--- src/rtl/gol_edit_controller.sv ---
// Game of Life user-input front end: button edges, cursor with auto-repeat,
// shadow-grid editing and a valid/ready load of the edited grid into the engine.
module gol_edit_controller #(
  parameter int GRID_W       = 16,
  parameter int GRID_H       = 16,
  parameter int WRAP         = 1,
  parameter int REPEAT_DELAY = 24,
  parameter int REPEAT_RATE  = 6
) (
  input  logic                        clk,
  input  logic                        reset,
  input  logic                        pause_btn,
  input  logic                        left_btn,
  input  logic                        right_btn,
  input  logic                        up_btn,
  input  logic                        down_btn,
  input  logic                        toggle_btn,
  input  logic                        clear_btn,
  input  logic [GRID_W*GRID_H-1:0]    game_grid,
  input  logic                        load_ready,
  output logic                        run,
  output logic                        load_valid,
  output logic [GRID_W*GRID_H-1:0]    load_grid,
  output logic [$clog2(GRID_W)-1:0]   cur_x,
  output logic [$clog2(GRID_H)-1:0]   cur_y,
  output logic                        cur_alive,
  output logic                        edit_pulse
);

  localparam int N  = GRID_W * GRID_H;
  localparam int XW = $clog2(GRID_W);
  localparam int YW = $clog2(GRID_H);
  localparam int IW = $clog2(N);
  localparam int CW = $clog2(REPEAT_DELAY + REPEAT_RATE + 1);

  localparam logic [XW-1:0] XMAX = XW'(GRID_W - 1);
  localparam logic [YW-1:0] YMAX = YW'(GRID_H - 1);
  localparam logic [CW-1:0] C_DLY = CW'(REPEAT_DELAY);
  localparam logic [CW-1:0] C_END = CW'(REPEAT_DELAY + REPEAT_RATE);

  typedef enum logic [1:0] {
    S_RUN,
    S_EDIT,
    S_COMMIT
  } state_t;

  state_t state, state_nx;

  logic [N-1:0]    shadow;
  logic            pause_q, tog_q, clr_q;
  logic [3:0]      mv, mv_q;
  logic [CW-1:0]   cnt, cnt_nx, cnt_cur;
  logic            pause_p, tog_p, clr_p;
  logic            edit, rep_hit, step;
  logic [XW-1:0]   nx;
  logic [YW-1:0]   ny;
  logic [IW-1:0]   tidx, cidx;

  assign mv      = {left_btn, right_btn, up_btn, down_btn};
  assign pause_p = pause_btn & ~pause_q;
  assign tog_p   = toggle_btn & ~tog_q;
  assign clr_p   = clear_btn & ~clr_q;
  assign edit    = (state == S_EDIT);

  assign run        = (state == S_RUN);
  assign load_valid = (state == S_COMMIT);
  assign load_grid  = shadow;

  assign cidx      = IW'(cur_y) * IW'(GRID_W) + IW'(cur_x);
  assign cur_alive = shadow[cidx];

  always_ff @(posedge clk) begin
    if (reset) state <= S_RUN;
    else       state <= state_nx;
  end

  always_comb begin
    state_nx = state;
    unique case (state)
      S_RUN:    if (pause_p)    state_nx = S_EDIT;
      S_EDIT:   if (pause_p)    state_nx = S_COMMIT;
      S_COMMIT: if (load_ready) state_nx = S_RUN;
      default:                  state_nx = S_RUN;
    endcase
  end

  // cnt_cur is the number of cycles the current move vector has been held
  always_comb begin
    cnt_cur = cnt + CW'(1);
    rep_hit = 1'b0;
    cnt_nx  = '0;
    if (mv != 4'd0 && mv == mv_q && REPEAT_DELAY != 0) begin
      rep_hit = (cnt_cur == C_DLY) || (cnt_cur == C_END);
      cnt_nx  = (cnt_cur == C_END) ? C_DLY : cnt_cur;
    end
    step = (mv != 4'd0) && ((mv != mv_q) || rep_hit);
  end

  always_comb begin
    nx = cur_x;
    ny = cur_y;
    if (step && edit) begin
      unique case (1'b1)
        right_btn && !left_btn:
          nx = (cur_x == XMAX) ? ((WRAP != 0) ? '0 : XMAX) : cur_x + XW'(1);
        left_btn && !right_btn:
          nx = (cur_x == '0) ? ((WRAP != 0) ? XMAX : '0) : cur_x - XW'(1);
        default: nx = cur_x;
      endcase
      unique case (1'b1)
        down_btn && !up_btn:
          ny = (cur_y == YMAX) ? ((WRAP != 0) ? '0 : YMAX) : cur_y + YW'(1);
        up_btn && !down_btn:
          ny = (cur_y == '0) ? ((WRAP != 0) ? YMAX : '0) : cur_y - YW'(1);
        default: ny = cur_y;
      endcase
    end
    tidx = IW'(ny) * IW'(GRID_W) + IW'(nx);
  end

  // previous-button state resets high so a held button makes no edge
  always_ff @(posedge clk) begin
    if (reset) begin
      shadow     <= '0;
      cur_x      <= '0;
      cur_y      <= '0;
      edit_pulse <= 1'b0;
      cnt        <= '0;
      pause_q    <= 1'b1;
      tog_q      <= 1'b1;
      clr_q      <= 1'b1;
      mv_q       <= 4'hf;
    end else begin
      pause_q    <= pause_btn;
      tog_q      <= toggle_btn;
      clr_q      <= clear_btn;
      mv_q       <= mv;
      cnt        <= cnt_nx;
      edit_pulse <= edit & (tog_p | clr_p);
      if (state == S_RUN) begin
        shadow <= game_grid;
      end else if (edit) begin
        cur_x <= nx;
        cur_y <= ny;
        if (clr_p)      shadow       <= '0;
        else if (tog_p) shadow[tidx] <= ~shadow[tidx];
      end
    end
  end

endmodule

--- config.mk ---
export PLATFORM = sky130hd
export DESIGN_NAME = gol_edit_controller
export DESIGN_NICKNAME = d
export VERILOG_FILES = /design/src/rtl/gol_edit_controller.sv
export SDC_FILE = /design/constraint.sdc
export NUM_CORES = 1
export LEC_CHECK = 0
export ABC_AREA = 1
export BUFFER_PORTS_ARGS = -buffer_cell sky130_fd_sc_hd__buf_2
export CAP_MARGIN = 10
export CORE_UTILIZATION = 40
export CTS_CLUSTER_DIAMETER = 80
export DETAILED_ROUTE_END_ITERATION = 8
export GPL_TIMING_DRIVEN = 0
export HOLD_SLACK_MARGIN = 0.1
export PLACE_DENSITY_LB_ADDON = 0.12
export RECOVER_POWER = 25
export SYNTH_ARGS = -nofsm -noshare
export SYNTH_HDL_FRONTEND = slang
export SYNTH_SLANG_ARGS = --single-unit
--- constraint.sdc ---
create_clock -name clk -period 10.5 [get_ports clk]
set_input_delay 0.525 -clock clk [delete_from_list [all_inputs] [get_ports clk]]
set_output_delay 0.525 -clock clk [all_outputs]
set_load 0.005 [all_outputs]
==> impl_results.md <==
- Post-synth ARST share: 0
- Final setup violation count: 0
- Post-DRT Antenna Nets: 0
- Top post-synthesis cells by area: dfxtp_1 25%, nand2_1 25%, a21oi_1 12%
- Post-synth top area share: 0.252
- Worst-path clk slew: 0.06 ns
- Sequential share of power: 0.344
- Chip Width: 237 um
- CTS tree: yes
- Hold Fails Final Rpt: 0
- Total wire length: 134 mm
- Most common cell in the netlist: nand2_1
- Multi-input gate area: 0.0144 sq mm
- R2r worst-path depth: 19
- Sequential Area: 0.00559 sq mm
- Type of origin of the critical path: flip-flop
- Mapped Nets: 4,301
- GR Overflow Total: 0
- Tcrit/Tclk final: 0.679
- NetSw: between 1.5 and 2 mW
- Cell taking the most area after synthesis: dfxtp_1
- Net Sw Frac: 0.412
- # hold bufs at CTS: 0
- Area Growth Syn to Fin: 21.2%
- Post-synth top cells: 1,457 x nand2_1, 530 x a21oi_1, 455 x nor2_1, 394 x o21ai_0, 279 x dfxtp_1
- Die Span Y: roughly 240 um
- Post-route design area: 0.0268 sq mm
- Final Max Tran Viols: 0
- DP Area: 0.0257 sq mm
- RSZ-0062 raised after global routing: false
- Clock sinks: ~280
- HPWL after detailed placement: between 90 and 100 mm
- Tot GR Track Use: 0.459
- Crit path max fanout: 10
- # resized after CTS: 0
- Worst vdd ir: 111 uV
- Detailed Routing Iterations Pass 1: 9
- Hold Path Depth: 3
- Critical Path RT: 10.97 ns
- Root Buffer: clkbuf_16
- Ys flop type: dfxtp_1
- EDFF count, synth: 0
- Syn avg cell area: 5.50 sq um
- Antenna violations before repair: 4
- Global-route wire length before repair: between 150 and 200 mm
- Die area: 0.0563 sq mm
- PD cells: 149 mW/mm^2
- # DRC: 0
- Nets: 4,873
- Least-Margin Pin Slew: 1.34 ns
- Layout cells sized above 1: 0.139
- Max-Cap Viols: 0
- Crit path arrival time: 7.59 ns
- Post-synthesis sequential area ratio: 0.252
- Setup TNS: 0 ns
- Largest net degree at the start of global routing: 12
- Io pins: ~530
- Yosys Warn Count: 0
- Clk pwr share: 0.328
- Cell Rows: 85
- Port Buf Inserts: 532
- Internal: between 2 and 2.5 mW
- LEAKAGE: 11.9 nW
- Iter 0 DRT Violations: between 4,000 and 5,000
- Slew margin rel.: 0.101
- Post-CTS setup buffers: 0
- Category of the most critical setup path: reg2reg
- Vias after detailed routing: 31,671
- Initial Utilization: 0.408
- Clock insertion delay at the later pin of the skew report: 0.58 ns
- Filler instances: 6,142
- CTS Buffer Depth: 3
- Vias in the first global route: 28,225
- Status: complete, no violations
- Crit path capture type: flip-flop
- Synth Instances: 4,022
- Max Clock Skew: 0.0235 ns
- Core area: approximately 0.054 sq mm
- Routability-driven placement congestion ratio: 1.07
- H-tree lvl count: 2
- Hold/Removal Path Class: in2reg
- Number of buffers created by CTS: 38
- Fmax: 140 MHz
- Routed len/inst: 25.3 um
- Synth unique cells: 36
- Period minus WS final: between 7 and 8 ns
- Vias per std cell: about 6
- Combinational Power Share: 0.328
- Synthesized flop and latch total: 279
- Mapped cell area: 0.0221 sq mm
==> stage by stage <==
stage	total power, mW	cells	hold slack, ns	util	setup slack (ns)
floorplan	2.01	4022	0.459	-	7.05
global placement	2.62	5250	0.484	0.473	4.00
detailed placement	2.63	5250	0.480	0.473	4.04
CTS	3.91	5315	0.122	0.495	4.02
global route	4.10	5315	0.150	0.494	3.46
finish	3.99	5319	0.126	0.494	3.37
==> cell usage in the layout (no fill, tap or decap), drive strengths merged <==
| cell | instances |
|---|---|
| o221ai | 21 |
| nor2 | 463 |
| nand2 | 1461 |
| a21oi | 531 |
| xor2 | 1 |
| buf | 604 |
| inv | 208 |
| nand3 | 111 |
| a31oi | 3 |
| xnor2 | 4 |
| clkinv | 3 |
| mux2 | 1 |
| diode | 4 |
| nand4 | 15 |
| a21boi | 128 |
| o22ai | 32 |
| o211ai | 11 |
| nor3b | 1 |
| clkinvlp | 2 |
| o21ai | 422 |
| a32o | 1 |
| dfxtp | 279 |
| or2 | 1 |
| o21bai | 3 |
| ha | 13 |
| clkbuf | 295 |
| mux2i | 2 |
| nor3 | 3 |
==> power by group through the flow <==
stage / registers, mW / clock network [mW] / logic [mW]
after floorplan: 1.29 / 0 / 0.721
after global placement: 1.38 / 0 / 1.25
after detailed placement: 1.38 / 0 / 1.25
after CTS: 1.35 / 1.30 / 1.26
after global routing: 1.37 / 1.34 / 1.39
final: 1.37 / 1.31 / 1.31
==> worst max-delay path, cell delays in order (launching register included) <==
cell and delay (ns):
dfxtp_1 0.35, inv_2 0.18, clkbuf_1 0.81, clkbuf_1 0.94, ha_1 0.38, nor3b_1 0.20
o21ai_1 0.11, nand3_1 0.09, nand2_1 0.07, nand2_1 0.11, nand2_2 0.10, nor2_2 0.55
buf_2 0.47, inv_1 0.15, nor2_1 1.03, buf_2 0.77, nand2_1 0.19, a21oi_1 0.20
a21boi_0 0.20, a21oi_1 0.10
==> per-layer routing <==
layer  vias to the layer above  wire [um]  share of wire  track usage
met5                         -         40        0.00030            0
met4                         6      10400          0.077        0.315
met2                      2431      56000           0.42        0.691
li1                      14256          -              -            -
met1                     14427      50300           0.37        0.571
met3                       551      17700           0.13        0.123
==> worst paths after layout <==
path,from,endpoint,slack [ns]
worst max register to register,cur_x[0],load_grid[239],3.37
worst min register to register,cnt[4],cnt[4],0.48
worst max-delay path,cur_x[0],load_grid[239],3.37
worst min-delay path,pause_btn,pause_q,0.13
==> cell families (layout without fill, tap and decap cells) <==
group | after synthesis | count (layout) | synth area share
buf+inv | 515 | 1112 | 0.0956
other cells | 0 | 4 | 0
flops | 279 | 279 | 0.252
compound gates | 1152 | 1152 | 0.283
mux | 3 | 3 | 0.00141
simple gates | 2055 | 2055 | 0.359
xor+xnor | 5 | 5 | 0.00198
fa+ha+maj | 13 | 13 | 0.00735
==> layout make-up <==
type	instances	share of cell area
sequential	279	0.208
tap	696	0.0325
timing repair buffer	532	0.0970
clock inverter	6	0.00182
clock buffer	59	0.0430
inverter	207	0.0290
antenna	4	0.000373
multi-input combinational	3228	0.538
buffer	308	0.0499
==> sequential cells by signal, indices dropped and copies added, names as in the netlist <==
register and count:
load_grid 256, cnt 5, cur_x 4, cur_y 4, mv_q 4, state 2
clr_q 1, edit_pulse 1, pause_q 1, tog_q 1
Note: power is estimated with default switching activity, not from simulation.
